===== src/rtl/mul_unpack.sv =====
// Unpacks an IEEE operand pair for a multiplier: classifies, splits fields and normalizes subnormals.
// Optional macro MUL_UNPACK_DAZ_EN flushes subnormals to zero and removes the NORM state.

module mul_unpack_lane #(
  parameter int EXPO_W = 8,
  parameter int MANT_W = 23
) (
  input  logic                     clk,
  input  logic                     rst,
  input  logic                     i_load,
  input  logic                     i_norm,
  input  logic [EXPO_W+MANT_W-1:0] i_op,
  output logic                     o_sub,
  output logic                     o_done,
  output logic [EXPO_W+1:0]        o_expo,
  output logic [MANT_W:0]          o_mant,
  output logic                     o_n0,
  output logic                     o_inf,
  output logic                     o_nan
);
  localparam logic [EXPO_W+1:0] EXPO_ONE = {{(EXPO_W+1){1'b0}}, 1'b1};

  logic [EXPO_W-1:0] w_exp;
  logic [MANT_W-1:0] w_frac;
  logic              w_exp_zero, w_exp_ones, w_frac_nz;
  logic [EXPO_W+1:0] w_ld_expo, w_expo_nx;
  logic [MANT_W:0]   w_ld_mant, w_mant_nx;
  logic              w_ld_n0, w_ld_inf, w_ld_nan, w_shift;
  logic [EXPO_W+1:0] r_expo;
  logic [MANT_W:0]   r_mant;
  logic              r_n0, r_inf, r_nan;

  assign w_exp      = i_op[EXPO_W+MANT_W-1:MANT_W];
  assign w_frac     = i_op[MANT_W-1:0];
  assign w_exp_zero = (w_exp == '0);
  assign w_exp_ones = &w_exp;
  assign w_frac_nz  = |w_frac;

`ifdef MUL_UNPACK_DAZ_EN
  assign o_sub = 1'b0;
`else
  assign o_sub = w_exp_zero & w_frac_nz;
`endif

  always_comb begin
    w_ld_expo = {2'b00, w_exp};
    w_ld_mant = {1'b1, w_frac};
    w_ld_n0   = 1'b1;
    w_ld_inf  = 1'b0;
    w_ld_nan  = 1'b0;
    if (w_exp_zero) begin
      if (o_sub) begin
        // subnormal starts at the minimum exponent and is normalized later
        w_ld_expo = EXPO_ONE;
        w_ld_mant = {1'b0, w_frac};
      end else begin
        w_ld_expo = '0;
        w_ld_mant = '0;
        w_ld_n0   = 1'b0;
      end
    end else if (w_exp_ones) begin
      w_ld_mant = {1'b0, w_frac};
      w_ld_inf  = ~w_frac_nz;
      w_ld_nan  = w_frac_nz;
    end
  end

  assign w_shift   = i_norm & ~r_mant[MANT_W] & (|r_mant);
  assign w_mant_nx = w_shift ? {r_mant[MANT_W-1:0], 1'b0} : r_mant;
  assign w_expo_nx = w_shift ? (r_expo - EXPO_ONE) : r_expo;
  // status after this cycle's shift, so NORM can exit on the final shift edge
  assign o_done    = w_mant_nx[MANT_W] | ~(|w_mant_nx);

  always_ff @(posedge clk) begin
    if (rst) begin
      r_expo <= '0;
      r_mant <= '0;
      r_n0   <= 1'b0;
      r_inf  <= 1'b0;
      r_nan  <= 1'b0;
    end else if (i_load) begin
      r_expo <= w_ld_expo;
      r_mant <= w_ld_mant;
      r_n0   <= w_ld_n0;
      r_inf  <= w_ld_inf;
      r_nan  <= w_ld_nan;
    end else begin
      r_expo <= w_expo_nx;
      r_mant <= w_mant_nx;
    end
  end

  assign o_expo = r_expo;
  assign o_mant = r_mant;
  assign o_n0   = r_n0;
  assign o_inf  = r_inf;
  assign o_nan  = r_nan;
endmodule

module mul_unpack #(
  parameter int SIGN_W = 1,
  parameter int EXPO_W = 8,
  parameter int MANT_W = 23
) (
  input  logic                            clk,
  input  logic                            rst,
  input  logic                            in_valid,
  output logic                            in_ready,
  input  logic [SIGN_W+EXPO_W+MANT_W-1:0] in_a,
  input  logic [SIGN_W+EXPO_W+MANT_W-1:0] in_b,
  output logic                            out_valid,
  input  logic                            out_ready,
  output logic                            sign_1,
  output logic [EXPO_W+1:0]               expo_a,
  output logic [EXPO_W+1:0]               expo_b,
  output logic [MANT_W:0]                 mant_a,
  output logic [MANT_W:0]                 mant_b,
  output logic                            a_is_n0,
  output logic                            b_is_n0,
  output logic                            a_is_inf,
  output logic                            b_is_inf,
  output logic                            a_is_nan,
  output logic                            b_is_nan
);
  localparam int W = SIGN_W + EXPO_W + MANT_W;
  localparam logic [1:0] S_IDLE = 2'd0;
  localparam logic [1:0] S_NORM = 2'd1;
  localparam logic [1:0] S_OUT  = 2'd2;

  logic [1:0]                     r_state, w_state_nx;
  logic                           r_out_valid, r_sign;
  logic                           w_in_ready, w_accept, w_norm, w_any_sub;
  logic [1:0]                     w_sub, w_done, w_n0, w_inf, w_nan;
  logic [1:0][EXPO_W+MANT_W-1:0]  w_op;
  logic [1:0][EXPO_W+1:0]         w_expo;
  logic [1:0][MANT_W:0]           w_mant;

  assign w_op[0] = in_a[EXPO_W+MANT_W-1:0];
  assign w_op[1] = in_b[EXPO_W+MANT_W-1:0];

  assign w_in_ready = (r_state == S_IDLE) | ((r_state == S_OUT) & out_ready);
  assign w_accept   = in_valid & w_in_ready;
  assign w_norm     = (r_state == S_NORM);
  assign w_any_sub  = |w_sub;

  for (genvar g = 0; g < 2; g++) begin : g_lane
    mul_unpack_lane #(.EXPO_W(EXPO_W), .MANT_W(MANT_W)) u_lane (
      .clk    (clk),
      .rst    (rst),
      .i_load (w_accept),
      .i_norm (w_norm),
      .i_op   (w_op[g]),
      .o_sub  (w_sub[g]),
      .o_done (w_done[g]),
      .o_expo (w_expo[g]),
      .o_mant (w_mant[g]),
      .o_n0   (w_n0[g]),
      .o_inf  (w_inf[g]),
      .o_nan  (w_nan[g])
    );
  end

  always_comb begin
    w_state_nx = r_state;
    case (r_state)
      S_IDLE: if (w_accept) w_state_nx = w_any_sub ? S_NORM : S_OUT;
      S_NORM: if (&w_done) w_state_nx = S_OUT;
      S_OUT: begin
        if (out_ready) begin
          if (in_valid) w_state_nx = w_any_sub ? S_NORM : S_OUT;
          else          w_state_nx = S_IDLE;
        end
      end
      default: w_state_nx = S_IDLE;
    endcase
  end

  always_ff @(posedge clk) begin
    if (rst) begin
      r_state     <= S_IDLE;
      r_out_valid <= 1'b0;
      r_sign      <= 1'b0;
    end else begin
      r_state     <= w_state_nx;
      r_out_valid <= (w_state_nx == S_OUT);
      if (w_accept) r_sign <= in_a[W-1] ^ in_b[W-1];
    end
  end

  assign in_ready  = w_in_ready;
  assign out_valid = r_out_valid;
  assign sign_1    = r_sign;
  assign expo_a    = w_expo[0];
  assign expo_b    = w_expo[1];
  assign mant_a    = w_mant[0];
  assign mant_b    = w_mant[1];
  assign a_is_n0   = w_n0[0];
  assign b_is_n0   = w_n0[1];
  assign a_is_inf  = w_inf[0];
  assign b_is_inf  = w_inf[1];
  assign a_is_nan  = w_nan[0];
  assign b_is_nan  = w_nan[1];
endmodule


===== config.mk =====
export PLATFORM = sky130hd
export DESIGN_NAME = mul_unpack
export DESIGN_NICKNAME = d
export VERILOG_FILES = /design/src/rtl/mul_unpack.sv
export SDC_FILE = /design/constraint.sdc
export NUM_CORES = 1
export LEC_CHECK = 0
export CAP_MARGIN = 5
export CELL_PAD_IN_SITES_DETAIL_PLACEMENT = 0
export CELL_PAD_IN_SITES_GLOBAL_PLACEMENT = 1
export CORE_MARGIN = 2
export CORE_UTILIZATION = 36
export DETAILED_ROUTE_END_ITERATION = 16
export PLACE_DENSITY_LB_ADDON = 0.1
export SLEW_MARGIN = 5
export SYNTH_ARGS = -nofsm -noshare
export SYNTH_HDL_FRONTEND = slang
export SYNTH_HIERARCHICAL = 1
export SYNTH_SLANG_ARGS = --single-unit

===== constraint.sdc =====
create_clock -name clk -period 2.8 [get_ports clk]
set_input_delay 0.56 -clock clk [delete_from_list [all_inputs] [get_ports clk]]
set_output_delay 0.56 -clock clk [all_outputs]
set_load 0.01 [all_outputs]

==> impl_metrics.json, run 1 <==
{
  "grt_overflow_total": 0,
  "slew_violations": 0,
  "slew_headroom_pct": 40.10,
  "ctsResizeCount": 0,
  "setup_viol": 0,
  "synth_edf_count": 0,
  "required_ps": 2240,
  "clkSlewWorstSetupHoldPaths_ps": 80,
  "wl_um": 11700,
  "fin_crit_sh_pct": 86.42,
  "finalSetupTns_ps": 0,
  "power_frac_seq_pct": 47.8,
  "numPortBuffers": 144,
  "hold_slack_ps": 464.5,
  "viasPerCell": 5.419,
  "switching_share_pct": 29.00,
  "die_w_um": 108.2,
  "worst-setup-path-type": "in2out",
  "rsz0062_at_grt": "false",
  "postSynthCellCount": 399,
  "cts_buffers": 9,
  "ant_nets": 0,
  "syn_to_final_growth_pct": 45.17,
  "met1_usage_pct": 25.46,
  "cp_max_fo": 4,
  "fmax_mhz": 413.2,
  "ir_worst_vdd_uv": 201.8,
  "ys.flop_type": "dfxtp_1",
  "grt_pass1_vias": 3627,
  "place_area_um2": 5488,
  "startpoint_type": "primary input",
  "first_iter_violations": 104,
  "die-area_um2": 11710,
  "syn_area_per_cell_um2": 9.796,
  "die_y_um": 108.2,
  "ys_ff_latch": 78,
  "register_area_um2": 1562,
  "rows": 38,
  "place_congestion": 0.8685,
  "grt_max_degree": 25,
  "final_cell_mix": "144 x clkdlybuf4s50_1, 78 x dfxtp_1, 46 x mux2i_1",
  "async_flop_share_pct": 0,
  "drive_gt1_share_pct": 9.307,
  "synth.cell_area_um2": 3909,
  "route.vias.total": 3728,
  "ys_warn_count": 6,
  "insertion_delay_ps": 340,
  "cts_root_buffer": "clkbuf_8",
  "worst_pin_slew_ps": 896.8,
  "worstPathArrival_ps": 1860,
  "p_leak_nw": 2.242,
  "num_io_pins": 145,
  "clock_sinks": 78,
  "fin_nets": 613,
  "cap_violations": 0,
  "final.min_clock_period_ps": 2420,
  "syn_nets": 469,
  "htreeDepth": 3,
  "hold_violations": 0,
  "initial_core_util_pct": 36.54,
  "ys_types": 44,
  "hpwl_um": 8794,
  "fill_cells": 1013,
  "reg2reg_depth": 6,
  "max-clock-path-buffers": 2,
  "wire_per_inst_um": 17.01,
  "drc": 0,
  "post-cts-setup-buffer-count": 0,
  "endpoint_kind": "primary output",
  "power.share.clock_pct": 30.1,
  "use_met2_pct": 34.10,
  "power_mw": 2.637,
  "drtPass1Iterations": 5,
  "finClkSkew_ps": 10.51,
  "cts_tree": "done",
  "p_sw_mw": 0.7647,
  "multi_input_area_um2": 2142,
  "grt_use_total_pct": 20.15,
  "antenna_found_initial": 0,
  "n_antenna_cell": 0,
  "layout_commonest_cell": "clkdlybuf4s50_1",
  "coreArea_um2": 10700,
  "yosysSeqAreaShare_pct": 39.95,
  "pwr-share-comb_pct": 22.0,
  "cts_hold_buf": 0,
  "top_usage_layer": "met2",
  "status": "complete, no violations",
  "met3_usage_pct": 4.400,
  "powerDensity_nw_per_um2": 464.6,
  "hold_class": "reg2reg",
  "finalInstanceArea_um2": 5674,
  "p_int_mw": 1.872,
  "grt_pass1_wl_um": 18570,
  "hold_path_depth": 2
}
==> kinds of logic after synthesis <==
kind of cell	count (synthesis)	synth area share [%]
AND/OR/NAND/NOR	115	16.90
AO/OA/AOI/OAI	105	21.54
flip-flops	78	39.95
multiplexers	48	12.36
buffers and inverters	38	5.698
XOR/XNOR	13	2.913
adder cells (fa/ha/maj)	2	0.6401
==> cells in the mapped netlist (all sizes together), types with 7 or more instances <==
master   instances  area, um^2
nand2           15       56.30
clkbuf          16       60.06
o2bb2ai         44       385.4
a21oi           11       55.05
mux2i           46       460.4
nor3            12       60.06
xor2             8       70.07
o21ai            8       47.55
nor2            31       116.4
nor4            24       187.7
o211ai           7       62.56
dfxtp           78        1562
a211oi          13       97.59
inv             16       60.06
nand4            8       62.56
==> sequential cells by signal, indices dropped and copies added, names as in the netlist <==
name and cells:
g_lane.u_lane/o_n0 2, r_state 2, out_valid 1, sign_1 1, g_lane.u_lane/o_mant 48, g_lane.u_lane/o_nan 2
g_lane.u_lane/o_inf 2, g_lane.u_lane/o_expo 20
==> layout make-up <==
class	instances	area share, %
multi-input combinational	283	37.75
sequential	78	27.52
timing repair buffer	155	27.30
tap	140	3.087
clock buffer	12	2.734
inverter	16	1.058
clock inverter	4	0.5513
==> critical path, stage by stage <==
cell,delay (ps)
clkdlybuf4s50_1,450
nand2b_2,140
and2b_2,170
clkdlybuf4s50_1,540
==> power by group through the flow <==
stage,Sequential [mW],Clock [mW],Combinational (mW)
finish,1.26,0.794,0.581
detailed placement,1.29,0,0.580
floorplan,1.30,0,0.225
global placement,1.29,0,0.575
CTS,1.26,0.824,0.584
global route,1.27,0.868,0.628
==> path summary, 6_finish.rpt <==
| check | from | slack [ps] | to |
|---|---|---|---|
| min | g_lane[1].u_lane/o_nan | 460 | g_lane[1].u_lane/o_nan |
| min reg2reg | g_lane[1].u_lane/o_nan | 460 | g_lane[1].u_lane/o_nan |
| max | out_ready | 380 | in_ready |
| max reg2reg | g_lane[0].u_lane/o_mant[11] | 530 | g_lane[0].u_lane/o_mant[22] |
==> metrics by stage <==
| step | std cells | utilization, % | setup slack, ps |
|---|---|---|---|
| 2_1_floorplan | 399 | - | 836.4 |
| 3_3_place_gp | 672 | 51.30 | 194.2 |
| 3_5_place_dp | 672 | 51.30 | 162.6 |
| 4_1_cts | 688 | 53.04 | 367.8 |
| 5_1_grt | 688 | 53.04 | 322.6 |
| 6_report | 688 | 53.04 | 380.1 |
==> routing by layer <==
layer / wire length [um] / up-vias
met5: 0 / -
met4: 207 / 0
met3: 645 / 14
met2: 5619 / 121
met1: 5233 / 1772
li1: - / 1821
Note: power is estimated with default switching activity, not from simulation.
==> run 2, diff against run 1 <==
CTS_CLUSTER_DIAMETER = 150   (was default)
SKIP_CTS_REPAIR_TIMING = 1   (was default)
==> results of run 2 <==
Same layout as run 1: the final DEF is identical, and so are final timing and power.
